==> config.mk <==
export PLATFORM = sky130hd
export DESIGN_NAME = fir_mem_engine
export DESIGN_NICKNAME = d
export VERILOG_FILES = /design/src/rtl/fir_pkg.sv /design/src/rtl/fir_out_quant.sv /design/src/rtl/fir_mem_engine.sv
export SDC_FILE = /design/constraint.sdc
export NUM_CORES = 2
export LEC_CHECK = 0
export ABC_AREA = 0
export CORE_UTILIZATION = 45
export CTS_CLUSTER_SIZE = 20
export DETAILED_ROUTE_END_ITERATION = 10
export HOLD_SLACK_MARGIN = 0.05
export PLACE_DENSITY_LB_ADDON = 0.12
export SLEW_MARGIN = 0
export SYNTH_ARGS = -nofsm -noshare
export SYNTH_HDL_FRONTEND = slang
export SYNTH_SLANG_ARGS = --single-unit
export TNS_END_PERCENT = 20
==> constraint.sdc <==
create_clock -name i_clk -period 15.2 [get_ports i_clk]
set_input_delay 3.04 -clock i_clk [delete_from_list [all_inputs] [get_ports i_clk]]
set_output_delay 3.04 -clock i_clk [all_outputs]
set_load 0.01 [all_outputs]
==> src/rtl/fir_pkg.sv <==
// Shared types and constants for the FIR memory engine.
package fir_pkg;

    typedef enum logic [2:0] {
        IDLE,
        READ,
        WAIT,
        MAC,
        WRITE,
        DONE
    } state_e;

    localparam int unsigned PIPE_LAT = 3;

    // Accumulator wide enough for TAPS full-scale products without overflow.
    function automatic int unsigned acc_width(input int unsigned data_w,
                                              input int unsigned coef_w,
                                              input int unsigned taps);
        return data_w + coef_w + $clog2(taps);
    endfunction

endpackage

==> src/rtl/fir_out_quant.sv <==
// Output quantiser: arithmetic right shift, then saturate (FIR_SAT_EN defined) or wrap.
module fir_out_quant #(
    parameter int unsigned DATA_W = 8,
    parameter int unsigned ACC_W  = 19,
    parameter int unsigned SHIFT  = 7
) (
    input  logic [ACC_W-1:0]  i_acc,
    output logic [DATA_W-1:0] o_data
);

`ifdef FIR_SAT_EN
    localparam logic signed [ACC_W-1:0] SAT_MAX = ACC_W'((1 << (DATA_W - 1)) - 1);
    localparam logic signed [ACC_W-1:0] SAT_MIN = ~SAT_MAX;

    logic signed [ACC_W-1:0] w_shifted;

    assign w_shifted = $signed(i_acc) >>> SHIFT;

    always_comb begin
        o_data = w_shifted[DATA_W-1:0];
        if (w_shifted > SAT_MAX) begin
            o_data = SAT_MAX[DATA_W-1:0];
        end else if (w_shifted < SAT_MIN) begin
            o_data = SAT_MIN[DATA_W-1:0];
        end
    end
`else
    assign o_data = DATA_W'($signed(i_acc) >>> SHIFT);
`endif

endmodule

==> src/rtl/fir_mem_engine.sv <==
// TAPS-tap signed FIR over a RAM block; per-run choice of sequential or pipelined datapath.
// Define FIR_SAT_EN to saturate quantised outputs instead of wrapping them.
module fir_mem_engine
    import fir_pkg::*;
#(
    parameter int unsigned DATA_W = 8,
    parameter int unsigned COEF_W = 8,
    parameter int unsigned TAPS   = 8,
    parameter int unsigned ADDR_W = 10,
    parameter int unsigned SHIFT  = 7
) (
    input  logic                     i_clk,
    input  logic                     i_rst,
    input  logic                     i_start,
    input  logic                     i_sel_pipelined,
    input  logic [ADDR_W-1:0]        i_input_addr,
    input  logic [ADDR_W-1:0]        i_output_addr,
    input  logic [ADDR_W-1:0]        i_sample_count,
    input  logic                     i_coef_we,
    input  logic [$clog2(TAPS)-1:0]  i_coef_idx,
    input  logic [COEF_W-1:0]        i_coef_data,
    output logic [ADDR_W-1:0]        o_mem_addr_a,
    input  logic [DATA_W-1:0]        i_mem_rdata_a,
    output logic [ADDR_W-1:0]        o_mem_addr_b,
    output logic                     o_mem_we_b,
    output logic [DATA_W-1:0]        o_mem_wdata_b,
    output logic                     o_busy,
    output logic                     o_done,
    output logic [31:0]              o_cycle_count
);

    localparam int unsigned IDX_W  = $clog2(TAPS);
    localparam int unsigned PROD_W = DATA_W + COEF_W;
    localparam int unsigned ACC_W  = acc_width(DATA_W, COEF_W, TAPS);

    state_e                    r_state, w_state_next;
    logic                      r_pipe;
    logic [ADDR_W-1:0]         r_rd_ptr, r_wr_ptr, r_n, r_rd_cnt, r_wr_cnt;
    logic [IDX_W-1:0]          r_tap;
    logic [PIPE_LAT-1:0]       r_pv;
    logic [31:0]               r_cycle_count;
    logic signed [COEF_W-1:0]  r_coef [TAPS];
    logic signed [DATA_W-1:0]  r_dly  [TAPS];
    logic signed [PROD_W-1:0]  r_prod [TAPS];
    logic signed [ACC_W-1:0]   r_acc, w_sum, w_q_in;
    logic signed [PROD_W-1:0]  w_mac;
    logic [DATA_W-1:0]         w_q_out;
    logic                      w_busy, w_accept, w_rd, w_shift, w_wr, w_last_wr;

    assign w_busy    = r_state inside {READ, WAIT, MAC, WRITE};
    assign w_accept  = i_start && (r_state == IDLE || r_state == DONE);
    // Pipelined runs stay in READ; the valid pipe r_pv tracks shift/product/write stages.
    assign w_rd      = (r_state == READ) && (!r_pipe || (r_rd_cnt != r_n));
    assign w_shift   = r_pipe ? r_pv[0] : (r_state == WAIT);
    assign w_wr      = r_pipe ? r_pv[PIPE_LAT-1] : (r_state == WRITE);
    assign w_last_wr = w_wr && ((r_wr_cnt + 1'b1) == r_n);
    assign w_mac     = r_coef[r_tap] * r_dly[r_tap];

    always_comb begin
        w_sum = '0;
        for (int k = 0; k < TAPS; k++) begin
            w_sum = w_sum + {{(ACC_W - PROD_W){r_prod[k][PROD_W-1]}}, r_prod[k]};
        end
    end

    assign w_q_in = r_pipe ? w_sum : r_acc;

    fir_out_quant #(
        .DATA_W (DATA_W),
        .ACC_W  (ACC_W),
        .SHIFT  (SHIFT)
    ) u_quant (
        .i_acc  (w_q_in),
        .o_data (w_q_out)
    );

    always_ff @(posedge i_clk or posedge i_rst) begin
        if (i_rst) begin
            r_state <= IDLE;
        end else begin
            r_state <= w_state_next;
        end
    end

    always_comb begin
        w_state_next = r_state;
        unique case (r_state)
            IDLE, DONE: if (w_accept) w_state_next = (i_sample_count == '0) ? DONE : READ;
            READ: begin
                if (!r_pipe) begin
                    w_state_next = WAIT;
                end else if (w_last_wr) begin
                    w_state_next = DONE;
                end
            end
            WAIT:    w_state_next = MAC;
            MAC:     if (r_tap == IDX_W'(TAPS - 1)) w_state_next = WRITE;
            WRITE:   w_state_next = w_last_wr ? DONE : READ;
            default: w_state_next = IDLE;
        endcase
    end

    always_ff @(posedge i_clk or posedge i_rst) begin
        if (i_rst) begin
            r_pipe        <= 1'b0;
            r_rd_ptr      <= '0;
            r_wr_ptr      <= '0;
            r_n           <= '0;
            r_rd_cnt      <= '0;
            r_wr_cnt      <= '0;
            r_tap         <= '0;
            r_pv          <= '0;
            r_cycle_count <= '0;
            r_acc         <= '0;
            for (int k = 0; k < TAPS; k++) begin
                r_coef[k] <= '0;
                r_dly[k]  <= '0;
                r_prod[k] <= '0;
            end
        end else begin
            if (w_busy) r_cycle_count <= r_cycle_count + 32'd1;
            if (i_coef_we && !w_busy) r_coef[i_coef_idx] <= i_coef_data;
            if (w_accept) begin
                r_pipe        <= i_sel_pipelined;
                r_rd_ptr      <= i_input_addr;
                r_wr_ptr      <= i_output_addr;
                r_n           <= i_sample_count;
                r_rd_cnt      <= '0;
                r_wr_cnt      <= '0;
                r_tap         <= '0;
                r_pv          <= '0;
                r_cycle_count <= '0;
                r_acc         <= '0;
                for (int k = 0; k < TAPS; k++) begin
                    r_dly[k] <= '0;
                end
            end else begin
                r_pv <= {r_pv[PIPE_LAT-2:0], w_rd && r_pipe};
                if (w_rd) begin
                    r_rd_ptr <= r_rd_ptr + 1'b1;
                    r_rd_cnt <= r_rd_cnt + 1'b1;
                end
                if (w_wr) begin
                    r_wr_ptr <= r_wr_ptr + 1'b1;
                    r_wr_cnt <= r_wr_cnt + 1'b1;
                end
                if (w_shift) begin
                    for (int k = TAPS - 1; k > 0; k--) begin
                        r_dly[k] <= r_dly[k-1];
                    end
                    r_dly[0] <= i_mem_rdata_a;
                end
                if (r_pv[1]) begin
                    for (int k = 0; k < TAPS; k++) begin
                        r_prod[k] <= r_coef[k] * r_dly[k];
                    end
                end
                if (r_state == WAIT) begin
                    r_acc <= '0;
                    r_tap <= '0;
                end else if (r_state == MAC) begin
                    r_acc <= r_acc + {{(ACC_W - PROD_W){w_mac[PROD_W-1]}}, w_mac};
                    r_tap <= r_tap + 1'b1;
                end
            end
        end
    end

    assign o_mem_addr_a  = r_rd_ptr;
    assign o_mem_addr_b  = r_wr_ptr;
    assign o_mem_we_b    = w_wr;
    assign o_mem_wdata_b = w_q_out;
    assign o_busy        = w_busy;
    assign o_done        = (r_state == DONE);
    assign o_cycle_count = r_cycle_count;

endmodule

== Word-level counts from Yosys, hierarchy flattened ==
Cells that the tools add are included.
Operators by class
  $add $sub $neg: 14
  $mul: 9
  $lt $le $gt $ge: 3
  eq/ne operators: 11
  mux-type cells: 38
  bitwise logic cells: 3
  reduce and logical (&&, ||, !) cells: 21
Operators with widths (count)
  64-bit 2-to-1 mux: 2
  8-bit by 8-bit multiplier with 15-bit output: 8
  15-bit adder: 7
  10-bit 2-to-1 mux: 8
  64-bit bitwise mux: 1
  32-bit 2-to-1 mux: 2
  19-bit 2-to-1 mux: 3
  8-bit binary-select mux with 3-bit select: 2
  10-bit by 1-bit adder with 10-bit output, second input constant: 4
  8-bit 2-to-1 mux: 5
  32-bit by 1-bit adder with 32-bit output, second input constant: 1
  3-bit 2-to-1 mux: 10
  8-bit demux with 3-bit select: 1
  19-bit adder: 1
  8-bit by 8-bit multiplier with 16-bit output: 1
  15-bit 2-to-1 mux: 1
  3-bit case mux with 5 select lines: 1
  10-bit equality test: 1
  10-bit zero test: 1
  10-bit != test: 1
  3-bit equality test, second input constant: 3
  4-bit >= comparator, second input constant: 2
  3-bit NOT with 4-bit output: 2
  2-bit nonzero test: 4
  18 further kinds: 27
Word-level totals
  register bits after elaboration: 359
  input port bits: 54
  word-level logic and storage cells: 134

== Logic depth before layout (Yosys ltp) ==
  depth after elaboration: 9
  depth in mapped cells: 31
  gate-level depth less buffers: 28

== Cells and area by module ==
Synthesis repeated with hierarchy kept, for this count alone.
Unflattened totals
  cells, all modules: 4400
  area, all modules: 41979.0 um2
Modules (own cells, without submodules)
  fir_mem_engine: times used 1, cells an instance 4392, area an instance 41919.0 um2, sequential area each 9183.8 um2
  fir_out_quant: times used 1, cells an instance 8, area an instance 60.1 um2, sequential area each 0.0 um2

== Worst setup path before layout ==
OpenSTA, ideal clock, no wires.
  path type: register to output
  start point: register r_prod[7] in the netlist's numbering
  end point: output o_mem_wdata_b[6]
  arrival time: 4252 ps
  data required time: 12160 ps
  path slack: 7908 ps
  stages on the path, launching flop included: 13
  cell sequence: dfrtp_1 -> fa_1 -> fa_1 -> fa_1 -> fa_1 -> ha_1 -> or2_1 -> o22a_1 -> o211a_1 -> a311o_1 -> o31ai_1 -> xor2_1 -> a21oi_1
On the way
  word-level cells in the longest chain between the ends: 2
RTL lines
  from (decl): line fir_mem_engine.sv:44  | logic signed [PROD_W-1:0] r_prod [TAPS];
  from (signal, indexed assignment): line fir_mem_engine.sv:155  | r_prod[k] <= r_coef[k] * r_dly[k];
  15-bit adder: line fir_mem_engine.sv:62  | w_sum = w_sum + {{(ACC_W - PROD_W){r_prod[k][PROD_W-1]}}, r_prod[k]};
  15-bit 2-to-1 mux: line fir_mem_engine.sv:66  | assign w_q_in = r_pipe ? w_sum : r_acc;
  to (decl): line fir_mem_engine.sv:26  | output logic [DATA_W-1:0] o_mem_wdata_b,
Every way passes these cells.

== Worst setup path in the final report ==
  start point: register r_prod[5] in the netlist's numbering
  end point: output o_mem_wdata_b[6]
The elaborated chain is that of the path after synthesis.

==> results.txt <==
- The flow ran to the end, and the final reports show no timing, DRC or antenna violations.
- Sort of element at the start of the critical path: register
* Initial antenna violation count: 7
- VDD sags by at most approximately 0.00015 V.
- The first global-routing pass estimated between 150000 and 200000 µm of wire.
- The final critical path takes up roughly 60% of the cycle.
- Fraction of registers with async set/reset: 100%
- Post-synthesis sequential area ratio: around 23%
* Endpoint class of the critical path: output port
- The area growth from synthesis to layout is 9.54%.
- Fill cells in the final layout number about 8.0k.
* Crit-path max FO: 3
- Setup repair after global routing left no endpoint under its margin.
- WP data required: 12.16 ns
- The tree is rooted in a sky130_fd_sc_hd__clkbuf_16.
* Sequential share of power: about a fifth
- Wire length on met1: about 50000 µm
* Worst setup skew after layout: between 0.03 and 0.04 ns
- Leakage power of the design: slightly below 0.02 µW
- Power per cell area: 226 nW/µm²
* Detailed-routed wire length on met2: between 50000 and 60000 µm
- Using the TritonRoute via totals, the vias-per-cell ratio works out to roughly 5.2.
- Clock buffer count from CTS: 45
* Endpoints failing setup: 0
* Data arrival at the endpoint of the critical path: ~5.9 ns
- Slew HR: a little under two fifths
* Top metal layer carrying routed signals: met5
- Number of optimization iterations in the first detailed-route pass: 5
* Global routing usage summed across all routing layers: 25.4%
- For this design the top-level I/O count stands at approximately 120.
- Setup slack on the worst flop-to-flop path: about 7.8 ns
- Overall die height: ~300 µm
- Power comes to 9650 µW.
- The internal portion of the total power is 4730 µW.
- The post-route netlist has 3.76% of its cells at a drive strength greater than 1.
- The final layout contains approximately 5k nets.
- Count of max-cap constraint violations: 0
- Routability congestion estimate: around 0.87
- Synth cell types: 68
* Nets in the synthesized netlist: around 4.9k
* Number of sinks driven by the clock tree: between 300 and 400
* Count of buffers from port buffering: about 120
- Actual slew at the worst max-slew pin: between 0.9 and 1 ns
- Routed wire length on met3: between 4000 and 5000 µm
- Once the floorplan was initialized, standard cells occupied roughly 46% of the core.
- Routed wire length: approximately 110000 µm
- Vias: 27.5k
- Post-detailed-route DRC marker count: 0
- Post-CTS repair changed the size of 0 cells.
- Mean cell area of the mapped netlist: 9.62 µm²
- After clock tree synthesis, the clock-pin slew on the worst setup and hold paths is approximately 0.070 ns.
- The mapped netlist covers between 30000 and 40000 µm².
* Site row count: ~110
* CTS tree: done
- Clk network pwr share: 12.0%
- Number of global-route vias before repair: roughly 28k
- The final count of hold timing violations was 0.
- Achievable clock frequency: 111 MHz
- Counting flops with a built-in enable in the synthesized netlist gives 0.
- H-tree Lvls: 2
* Buffer levels on the longest clock path: 3
- The number of setup buffers added after CTS is 0.
- Total negative slack: 0 ns
- The die covers between 80000 and 90000 µm².
- The clock period could shrink to about 9.0 ns.
* Switching share of total power: ~51%
* Floorplan Core Area: between 80000 and 90000 µm²
- # hold bufs at CTS: 0
* Path category of the worst min-delay check: register to register
* Final number of max-transition violations: 0
- Instance count of the mapped netlist: 4055
* Count of antenna-violating nets left after detailed routing: 0
* Commonest register cell after synthesis: sky130_fd_sc_hd__dfrtp_1
* Clock latency at the later pin of the worst-skew pair: 0.61 ns
- Flip-flop and latch count after synthesis: 355
- After legalization and detailed placement, the total HPWL measured between 80000 and 90000 µm.
- Dividing the detail-routed wire length by the instance count gives 20.2 µm.
* Combinational Power Share: roughly 67%
- DRT iter0 DRCs: roughly 1.6k
* Power dissipated by switching net loads: 4920 µW
- Yosys printed 0 warnings.
- Die W: just under 300 µm
* GRT Residual Overflow: 0
- The critical path is of the register to output port type.
- Pin count of the biggest net entering global routing: roughly 120
-- final cells by class --
type	instances	area [µm²]	area share, %
antenna	1	2.50	0.00586
clock buffer	61	1260	2.94
clock inverter	18	305	0.715
inverter	668	2520	5.90
multi-input combinational	2848	26900	63.0
sequential	355	8880	20.8
tap	1144	1430	3.35
timing repair buffer	147	1390	3.26
-- worst max-delay path, stage by stage, from the launching register on --
cell,delay (ns)
sky130_fd_sc_hd__dfrtp_1,0.40
sky130_fd_sc_hd__fa_1,0.53
sky130_fd_sc_hd__fa_1,0.55
sky130_fd_sc_hd__fa_1,0.55
sky130_fd_sc_hd__fa_1,0.51
sky130_fd_sc_hd__ha_1,0.32
sky130_fd_sc_hd__a21oi_1,0.12
sky130_fd_sc_hd__o21ai_1,0.15
sky130_fd_sc_hd__o211a_1,0.28
sky130_fd_sc_hd__a311o_1,0.40
sky130_fd_sc_hd__o31ai_1,0.49
sky130_fd_sc_hd__xor2_1,0.13
sky130_fd_sc_hd__a21oi_1,0.33
sky130_fd_sc_hd__clkdlybuf4s50_1,0.60
-- state kept, by name, indices dropped and copies added, names as in the netlist, 10 cells and up --
signal,count
o_cycle_count,32
r_rd_cnt,10
o_mem_addr_a,10
r_n,10
r_wr_cnt,10
r_coef,64
r_dly,64
o_mem_addr_b,10
r_acc,15
r_prod,120
-- layer usage --
metal | track usage, % | up-vias
met5 | 0 | -
met4 | 6.08 | 2
met3 | 2.24 | 122
met2 | 41.6 | 484
met1 | 36.4 | 14239
li1 | - | 12649
-- logic make-up after synthesis --
group / count (synthesis) / synth area share (%)
and+or+nand+nor: 1239 / 15.6
buffers and inverters: 852 / 8.24
adders and majority gates: 826 / 37.0
AOI/OAI and AO/OA: 401 / 5.90
DFF: 355 / 22.8
xor gates and xnor gates: 249 / 5.61
muxes: 133 / 4.80
-- cells in the mapped netlist, types with 29 or more instances --
cell | n | area (µm²)
sky130_fd_sc_hd__mux4_2 | 29 | 653
sky130_fd_sc_hd__ha_1 | 278 | 3480
sky130_fd_sc_hd__a21oi_1 | 130 | 651
sky130_fd_sc_hd__and2_1 | 300 | 1880
sky130_fd_sc_hd__o21ai_1 | 152 | 761
sky130_fd_sc_hd__mux2_1 | 74 | 833
sky130_fd_sc_hd__clkbuf_1 | 150 | 563
sky130_fd_sc_hd__nand3_1 | 53 | 265
sky130_fd_sc_hd__xor2_1 | 98 | 858
sky130_fd_sc_hd__nor2_1 | 135 | 507
sky130_fd_sc_hd__fa_1 | 548 | 11000
sky130_fd_sc_hd__nand2b_1 | 64 | 400
sky130_fd_sc_hd__nand2_1 | 546 | 2050
sky130_fd_sc_hd__dfrtp_1 | 355 | 8880
sky130_fd_sc_hd__xnor2_1 | 150 | 1310
sky130_fd_sc_hd__inv_1 | 664 | 2490
-- power by group through the flow --
stage / registers, µW / clock network (µW) / logic (µW)
2_1_floorplan: 1520 / 0 / 4790
3_3_place_gp: 2010 / 0 / 6450
3_5_place_dp: 2020 / 0 / 6510
4_1_cts: 2000 / 1180 / 6570
5_1_grt: 2060 / 1220 / 7310
6_report: 2010 / 1160 / 6490
-- worst paths after layout --
path / startpoint / end / cells past startpoint
max: r_prod[5]$_DFFE_PP0P_ / o_mem_wdata_b[6] / 13
min: r_pv[0]$_DFF_PP0_ / r_pv[1]$_DFF_PP0_ / 1
max reg2reg: r_tap[0]$_DFFE_PP0P_ / r_acc[14]$_DFFE_PP0P_ / 25
min reg2reg: r_pv[0]$_DFF_PP0_ / r_pv[1]$_DFF_PP0_ / 1
max in group asynchronous: i_rst / r_coef[3]$_DFFE_PP0P_ / 4
min in group asynchronous: i_rst / o_mem_addr_a[9]$_DFFE_PP0P_ / 2
-- cell usage in the layout (no fill, tap or decap), types with 31 or more instances in the layout --
cell,instances
sky130_fd_sc_hd__nand2_1,545
sky130_fd_sc_hd__a21oi_1,130
sky130_fd_sc_hd__mux2_1,74
sky130_fd_sc_hd__xnor2_1,150
sky130_fd_sc_hd__buf_4,31
sky130_fd_sc_hd__and2_1,299
sky130_fd_sc_hd__xor2_1,98
sky130_fd_sc_hd__o21ai_1,152
sky130_fd_sc_hd__clkbuf_16,45
sky130_fd_sc_hd__nand3_1,53
sky130_fd_sc_hd__fa_1,548
sky130_fd_sc_hd__clkdlybuf4s50_1,116
sky130_fd_sc_hd__nor2_1,135
sky130_fd_sc_hd__nand2b_1,64
sky130_fd_sc_hd__dfrtp_1,354
sky130_fd_sc_hd__inv_1,663
sky130_fd_sc_hd__ha_1,278
-- stage by stage --
stage	std cells	worst slack, ns	util (%)	instance area, µm²	hold WS [ns]
final	5242	6.22	49.9	42700	0.483
after global routing	5242	5.91	49.9	42700	0.493
after CTS	5241	6.20	49.9	42700	0.484
after detailed placement	5162	6.87	48.1	41200	0.471
after global placement	5162	6.88	48.1	41200	0.458
after floorplan	4055	2.31	-	39000	0.443
No activity file was read; power rests on OpenSTA's default activity.
